$ cat src/rtl/hmmm_boot_loader.sv
// UART program loader for the HMMM SRAM: holds the CPU in reset while
// writing the received image, then passes the SRAM pins through to the CPU.
module hmmm_boot_loader #(
  parameter int CLKS_PER_BIT = 434,
  parameter int ADDR_WIDTH   = 8,
  parameter int DATA_WIDTH   = 16
) (
  input  logic                  clk,
  input  logic                  reset,
  input  logic                  rxd,
  input  logic                  cpu_memwrite,
  input  logic [ADDR_WIDTH-1:0] cpu_adr,
  output logic                  cpu_reset,
  output logic                  sram_ce_n,
  output logic                  sram_oe_n,
  output logic                  sram_we_n,
  output logic [ADDR_WIDTH-1:0] sram_adr,
  output logic [DATA_WIDTH-1:0] sram_dout,
  output logic                  sram_doe,
  output logic                  done,
  output logic                  error
);

  localparam int CW = $clog2(CLKS_PER_BIT);

  typedef enum logic [1:0] {
    U_IDLE, U_START, U_DATA, U_STOP
  } u_state_t;

  typedef enum logic [3:0] {
    S_COUNT, S_RX_HI, S_RX_LO, S_WR_SETUP,
    S_WR_P1, S_WR_P2, S_WR_HOLD, S_DONE, S_ERROR
  } m_state_t;

  u_state_t        r_u_q, w_u_d;
  m_state_t        r_s_q, w_s_d;
  logic            r_rx_s1, r_rx_s2;
  logic [CW-1:0]   r_cnt;
  logic [2:0]      r_idx;
  logic [7:0]      r_shift;
  logic            r_bv, r_fe;
  logic [7:0]      r_hold;
  logic            r_full;
  logic [8:0]      r_remain;
  logic [ADDR_WIDTH-1:0] r_addr;
  logic [DATA_WIDTH-1:0] r_word;
  logic            w_rx, w_half, w_full;
  logic            w_take, w_live, w_ovr;

  assign w_rx   = r_rx_s2;
  assign w_half = (r_cnt == CW'(CLKS_PER_BIT/2 - 1));
  assign w_full = (r_cnt == CW'(CLKS_PER_BIT - 1));

  always_ff @(posedge clk) begin
    if (reset) begin
      r_rx_s1 <= 1'b1;
      r_rx_s2 <= 1'b1;
    end else begin
      r_rx_s1 <= rxd;
      r_rx_s2 <= r_rx_s1;
    end
  end

  always_ff @(posedge clk) begin
    if (reset) r_u_q <= U_IDLE;
    else       r_u_q <= w_u_d;
  end

  always_comb begin
    w_u_d = r_u_q;
    unique case (r_u_q)
      U_IDLE:  if (!w_rx) w_u_d = U_START;
      U_START: if (w_half) w_u_d = w_rx ? U_IDLE : U_DATA;
      U_DATA:  if (w_full && r_idx == 3'd7) w_u_d = U_STOP;
      U_STOP:  if (w_full) w_u_d = U_IDLE;
      default: w_u_d = U_IDLE;
    endcase
  end

  always_ff @(posedge clk) begin
    if (reset) begin
      r_cnt   <= '0;
      r_idx   <= '0;
      r_shift <= '0;
      r_bv    <= 1'b0;
      r_fe    <= 1'b0;
    end else begin
      r_bv <= (r_u_q == U_STOP) && w_full && w_rx;
      r_fe <= (r_u_q == U_STOP) && w_full && !w_rx;
      unique case (r_u_q)
        U_IDLE: begin
          r_cnt <= '0;
          r_idx <= '0;
        end
        U_START: r_cnt <= w_half ? '0 : r_cnt + 1'b1;
        U_DATA: begin
          if (w_full) begin
            r_cnt   <= '0;
            r_shift <= {w_rx, r_shift[7:1]};
            r_idx   <= r_idx + 3'd1;
          end else begin
            r_cnt <= r_cnt + 1'b1;
          end
        end
        U_STOP:  r_cnt <= r_cnt + 1'b1;
        default: r_cnt <= '0;
      endcase
    end
  end

  // Bytes are only accepted before the hand-over; afterwards the line is ignored
  assign w_live = (r_s_q != S_DONE) && (r_s_q != S_ERROR);
  assign w_take = r_full &&
                  (r_s_q == S_COUNT || r_s_q == S_RX_HI || r_s_q == S_RX_LO);
  assign w_ovr  = r_bv && r_full && !w_take && w_live;

  always_ff @(posedge clk) begin
    if (reset) begin
      r_hold <= '0;
      r_full <= 1'b0;
    end else begin
      if (w_take) r_full <= 1'b0;
      if (r_bv && w_live) begin
        r_hold <= r_shift;
        r_full <= 1'b1;
      end
    end
  end

  always_ff @(posedge clk) begin
    if (reset) r_s_q <= S_COUNT;
    else       r_s_q <= w_s_d;
  end

  always_comb begin
    w_s_d = r_s_q;
    unique case (r_s_q)
      S_COUNT:    if (r_full) w_s_d = S_RX_HI;
      S_RX_HI:    if (r_full) w_s_d = S_RX_LO;
      S_RX_LO:    if (r_full) w_s_d = S_WR_SETUP;
      S_WR_SETUP: w_s_d = S_WR_P1;
      S_WR_P1:    w_s_d = S_WR_P2;
      S_WR_P2:    w_s_d = S_WR_HOLD;
      S_WR_HOLD:  w_s_d = (r_remain == 9'd1) ? S_DONE : S_RX_HI;
      S_DONE:     w_s_d = S_DONE;
      S_ERROR:    w_s_d = S_ERROR;
      default:    w_s_d = S_ERROR;
    endcase
    if (w_live && (r_fe || w_ovr)) w_s_d = S_ERROR;
  end

  always_ff @(posedge clk) begin
    if (reset) begin
      r_remain <= '0;
      r_addr   <= '0;
      r_word   <= '0;
    end else begin
      unique case (r_s_q)
        S_COUNT: if (r_full) begin
          r_remain <= (r_hold == 8'd0) ? 9'd256 : {1'b0, r_hold};
          r_addr   <= '0;
        end
        S_RX_HI: if (r_full) r_word[DATA_WIDTH-1 -: 8] <= r_hold;
        S_RX_LO: if (r_full) r_word[7:0] <= r_hold;
        S_WR_HOLD: begin
          r_addr   <= r_addr + 1'b1;
          r_remain <= r_remain - 9'd1;
        end
        default: ;
      endcase
    end
  end

  always_comb begin
    cpu_reset = 1'b1;
    done      = 1'b0;
    error     = 1'b0;
    sram_ce_n = 1'b0;
    sram_oe_n = 1'b1;
    sram_we_n = 1'b1;
    sram_doe  = 1'b0;
    sram_adr  = r_addr;
    sram_dout = r_word;
    unique case (r_s_q)
      S_WR_SETUP, S_WR_HOLD: sram_doe = 1'b1;
      S_WR_P1, S_WR_P2: begin
        sram_doe  = 1'b1;
        sram_we_n = 1'b0;
      end
      S_DONE: begin
        cpu_reset = 1'b0;
        done      = 1'b1;
        sram_we_n = ~cpu_memwrite;
        sram_oe_n = cpu_memwrite;
        sram_adr  = cpu_adr;
      end
      S_ERROR: error = 1'b1;
      default: ;
    endcase
  end

endmodule
$ cat config.mk
export PLATFORM = sky130hd
export DESIGN_NAME = hmmm_boot_loader
export DESIGN_NICKNAME = d
export VERILOG_FILES = /design/src/rtl/hmmm_boot_loader.sv
export SDC_FILE = /design/constraint.sdc
export NUM_CORES = 1
export LEC_CHECK = 0
export BUFFER_PORTS_ARGS = -buffer_cell sky130_fd_sc_hd__buf_2
export CAP_MARGIN = 15
export CORE_MARGIN = 10
export CORE_UTILIZATION = 50
export CTS_CLUSTER_SIZE = 40
export DETAILED_ROUTE_END_ITERATION = 8
export GPL_ROUTABILITY_DRIVEN = 0
export PLACE_DENSITY = 0.68
export SLEW_MARGIN = 10
export SYNTH_ARGS = -nofsm -noshare
export SYNTH_HDL_FRONTEND = slang
export SYNTH_SLANG_ARGS = --single-unit
export TNS_END_PERCENT = 1
$ cat constraint.sdc
create_clock -name clk -period 2.5 [get_ports clk]
set_input_delay 0.5 -clock clk [delete_from_list [all_inputs] [get_ports clk]]
set_output_delay 0.5 -clock clk [all_outputs]
set_load 0.05 [all_outputs]
# Word level (Yosys, flattened, before mapping)

Index checks and enable logic that the tools add are counted.

Bits in registers: 72
Output and inout port bits: 31
Logic and storage cells: 113

Add/sub/neg operators: 4
Equality and inequality tests: 28
Mux-type cells: 31
Bitwise gates (word level): 1
Reduce and logical (&&, ||, !) cells: 33

Operators by type and width:

| cell                                                                     | count |
|---|---|
| 9-bit two-way mux                                                        | 4 |
| 9-bit case mux with 4 select lines                                       | 1 |
| 4-bit case mux with 8 select lines                                       | 1 |
| 9-bit case mux with 2 select lines                                       | 1 |
| 4-bit by 3-bit == test with 1-bit output (second input constant)         | 4 |
| 4-bit two-way mux                                                        | 4 |
| 8-bit two-way mux                                                        | 2 |
| 2-bit inequality test (second input constant)                            | 8 |
| 8-bit case mux with 2 select lines                                       | 1 |
| 1-bit logical AND                                                        | 11 |
| 2-bit two-way mux                                                        | 5 |
| 2-bit AND reduction                                                      | 5 |
| 9-bit by 1-bit adder with 9-bit output (second input constant)           | 1 |
| 9-bit by 1-bit == test with 1-bit output (second input constant)         | 1 |
| 9-bit by 8-bit == test with 1-bit output (second input constant)         | 1 |
| 9-bit == test (second input constant)                                    | 1 |
| 3-bit by 2-bit inequality test with 1-bit output (second input constant) | 3 |
| 9-bit by 1-bit subtractor with 9-bit output (second input constant)      | 1 |
| 8-bit by 1-bit adder with 8-bit output (second input constant)           | 1 |
| 4-bit by 2-bit == test with 1-bit output (second input constant)         | 2 |
| 8-bit logical NOT                                                        | 1 |
| 2-bit case mux with 4 select lines                                       | 1 |
| 1-bit two-way mux                                                        | 7 |
| 3-bit two-way mux                                                        | 2 |
| 20 further kinds                                                         | 28 |

# Longest topological paths before layout

Depth in word-level cells: 11
Mapped depth: 8
Gate-level depth less buffers: 6

# Worst setup path after synthesis

OpenSTA, ideal clock, no wires.

Kind: reg-to-output
Start point: register r_s_q[1]
End point: output sram_adr[0]
Data arrival time: 1.920 ns
Path slack: 0.080 ns
Cell stages (with the launch flop): 7
Buffers on the path: 2
Cell sequence: dfxtp_1 > buf_2 > nand2_1 > nor2_1 > clkbuf_1 > nand2_1 > nand2_1

Longest elaborated chain between the ends: 2

RTL lines:

| element                                  | RTL line | text |
|---|---|---|
| start: declaration                       | 36       | `m_state_t r_s_q, w_s_d;` |
| start signal: assignment                 | 132      | `else r_s_q <= w_s_d;` |
| 4-bit by 3-bit == test with 1-bit output | 184      | `unique case (r_s_q)` |
| 8-bit two-way mux                        | 184      |  |
| end: declaration                         | 17       | `output logic [ADDR_WIDTH-1:0] sram_adr,` |

No other way between the ends.

# Final worst setup path

Start point: register r_s_q[1]
End point: output sram_oe_n

Longest elaborated chain between the ends: 2

RTL lines:

| element                                  | RTL line | text |
|---|---|---|
| 4-bit by 3-bit == test with 1-bit output | 184      |  |
| 1-bit two-way mux                        | 184      |  |
| end: declaration                         | 15       | `output logic sram_oe_n,` |

No other way between the ends.

==> flow_metrics.py <==
metrics = {
    "die": {
        "io_pins": 43,
        "core_um2": 6420,
        "die_w_um": 102,
        "initial_utilization": 0.520,
        "rows": 29,
        "fp.dieH_um": 102,
        "die_area_um2": 10400,
    },
    "synthesis": {
        "synth_fp_nets": 408,
        "synth_flop_cell": "dfxtp_1",
        "synth_edf_count": 0,
        "synthArstFlopShare": 0,
        "synth.most_common_cell": "dfxtp_1",
        "synth.top_cell.area_share": 0.431,
        "syn_area_um2": 3340,
        "yosys_warnings": 0,
        "ys_ff_latch": 72,
        "netlist_instances": 388,
        "avgSynthCellArea_um2": 8.61,
        "synth.distinct_cells": 53,
        "yosysSeqAreaShare": 0.431,
        "synth.top_cells.by_count": "dfxtp_1 (72), nor2_1 (52), nand2_1 (47)",
        "netlist_top_cells_area": "dfxtp_1 (43%), mux2i_1 (7.2%), nor2_1 (5.8%)",
        "yosysTopAreaCell": "dfxtp_1",
    },
    "timing": {
        "hold_ws_ns": 0.347,
        "final_hold_viol_count": 0,
        "min_period_ns": 2.27,
        "max_freq_mhz": 441,
        "finalCritPeriodShare": 0.907,
        "finClkSkew_ns": 0.00701,
        "setup_viol": 0,
        "grt_setup_unrepaired": "no",
        "max-slew-margin-rel": 0.579,
        "drv_slew": 0,
        "finalSetupTns_ns": 0,
        "tightest_slew_ns": 0.629,
    },
    "drt": {
        "vias_per_cell": 5.54,
        "ant_nets": 0,
        "routed_wl_um": 7380,
        "drt_iter0_markers": 208,
        "wl_per_cell_um": 14.6,
        "drt_pass1_iterations": 4,
        "num_vias": 2793,
        "drc": 0,
    },
    "global_route": {
        "grt_overflow": 0,
        "grtUsageTotal": 0.143,
        "antenna_found_initial": 0,
        "grt_start_max_net_pins": 24,
        "met1_usage": 0.188,
        "met3_usage": 0.0327,
        "grt_pass1_wl_um": 12200,
        "grt-busiest-layer": "met2",
        "grtUsageMet2": 0.225,
        "grt_pass1_vias": 2574,
    },
    "outcome": {
        "outcome": "finished clean",
    },
    "setup_path": {
        "worstSetupStartpointType": "flop",
        "critical_path_class": "flop to output pin",
        "cp-end-kind": "output pin",
        "crit_required_ns": 2.00,
        "critPathArrivalTime_ns": 1.77,
        "crit_path_max_fanout": 13,
    },
    "clock_tree": {
        "cts_buffers": 9,
        "clk_pin_slew_worst_paths_ns": 0.07,
        "cts_tree": "built",
        "clock_latency_ns": 0.33,
        "cts.sinks": 72,
        "clockRootBuffer": "clkbuf_8",
        "cts_max_level": 3,
        "post_cts_buffers": 0,
        "clk_path_buf_depth": 2,
    },
    "job": {
        "drv_cap": 0,
    },
    "place": {
        "place_area_um2": 3580,
        "hpwl_um": 5150,
        "portBuffers": 41,
        "dp_cells": 488,
    },
    "power": {
        "peakVddDrop_mv": 0.374,
        "p_leak_nw": 1.58,
        "power.density_cell_area_nw_per_um2": 562,
        "combPwrFrac": 0.019,
        "clkPwrFrac": 0.439,
        "swShare": 0.213,
        "power.internal_mw": 1.67,
        "pwr-share-seq": 0.542,
        "switching_power_uw": 454,
    },
    "cells_and_area": {
        "diodes": 0,
        "fin_area_um2": 3790,
        "layout-drive-gt1-share": 0.187,
        "nNetsFinal": 442,
        "fill_cells": 568,
        "finalNonFillerCells": 504,
        "multi_input_area_um2": 1750,
        "final-seq-area_um2": 1450,
        "layout-area-overhead-vs-synth_pct": 13.3,
    },
    "min_path": {
        "hp-class": "primary input to flop",
    },
}
-- layout by cell type (no fill, tap or decap), types with 5 or more instances in the layout --
cell type  Yosys  final
clkbuf_8       0     11
o21ai_0        7      7
nor2_1        52     52
buf_2          5     41
inv_1         11     11
nand3_1       19     19
nand4_1        5      5
mux2i_1       24     24
xor2_1         5      5
ha_1           8      8
buf_4          4      6
dfxtp_1       72     69
a21oi_1       28     28
or2_2          5      5
nand2_1       47     47
xnor2_1        5      5
nor3_1        11     11
nand2b_1       7      7
-- power groups by stage --
stage          logic (mW)  registers (mW)  clock network [mW]
2_1_floorplan      0.0298            1.18                   0
3_3_place_gp       0.0412            1.18                   0
3_5_place_dp       0.0415            1.18                   0
4_1_cts            0.0417            1.15               0.957
5_1_grt            0.0461            1.15               0.989
6_report           0.0411            1.15               0.933
-- area by class of cell --
class | count | area share
Sequential cell | 72 | 0.382
Inverter | 11 | 0.0109
Timing Repair Buffer | 47 | 0.0661
Tap cell | 77 | 0.0254
Multi-Input combinational cell | 281 | 0.462
Clock buffer | 11 | 0.0400
Clock inverter | 5 | 0.0145
-- path summary, 6_finish.rpt --
| kind | to | start | cells past startpoint | slack (ns) |
|---|---|---|---|---|
| hold / removal | r_rx_s1$_SDFF_PP1_ | rxd | 2 | 0.35 |
| setup reg to reg | r_hold[4]$_SDFFE_PP0P_ | r_s_q[3]$_SDFFE_PP0P_ | 6 | 0.61 |
| setup / recovery | sram_oe_n | r_s_q[1]$_SDFFE_PP0P_ | 5 | 0.23 |
| hold reg to reg | r_rx_s2$_SDFF_PP1_ | r_rx_s1$_SDFF_PP1_ | 1 | 0.41 |
-- registers in the layout (all words and copies together) (netlist names), named ones only --
register   cells
r_rx_s1        1
sram_dout     16
r_s_q          4
r_shift        8
r_u_q          1
r_hold         8
r_addr         8
r_fe           1
r_idx          3
r_cnt          9
r_rx_s2        1
r_full         1
r_remain       9
r_bv           1
-- worst max-delay path, stage by stage, from the launching register on --
cell	delay (ns)
dfxtp_2	0.46
nand2_1	0.14
nor2_1	0.16
inv_1	0.17
or2_2	0.30
buf_2	0.21
-- stage by stage --
| step | total power, mW | worst slack, ns | utilization |
|---|---|---|---|
| final | 2.13 | 0.233 | 0.590 |
| after detailed placement | 1.22 | 0.449 | 0.557 |
| after global routing | 2.19 | 0.0615 | 0.590 |
| after CTS | 2.15 | 0.0749 | 0.589 |
| after global placement | 1.22 | 0.505 | 0.557 |
| after floorplan | 1.21 | 0.0796 | - |
-- logic make-up after synthesis --
logic type               synth area share
AND/OR/NAND/NOR                     0.266
flip-flops                          0.431
AO/OA/AOI/OAI                       0.128
buffers and inverters              0.0457
multiplexers                       0.0719
XOR/XNOR                           0.0262
adder cells (fa/ha/maj)            0.0300
other                             0.00112
-- routing by layer --
metal	up-vias	share of wire
li1	1430	-
met1	1282	0.47
met2	73	0.45
met3	8	0.071
met4	0	0.0084
met5	-	0
-- what timing repair did --
| item | in CTS | in global routing |
|---|---|---|
| hold buffers | 0 | 0 |
| endpoints found under the setup margin | 0 | 3 |
| endpoints found under the hold margin | 0 | 0 |
| resized for setup | 0 | 3 |
Power figures use the tool's default switching activity.
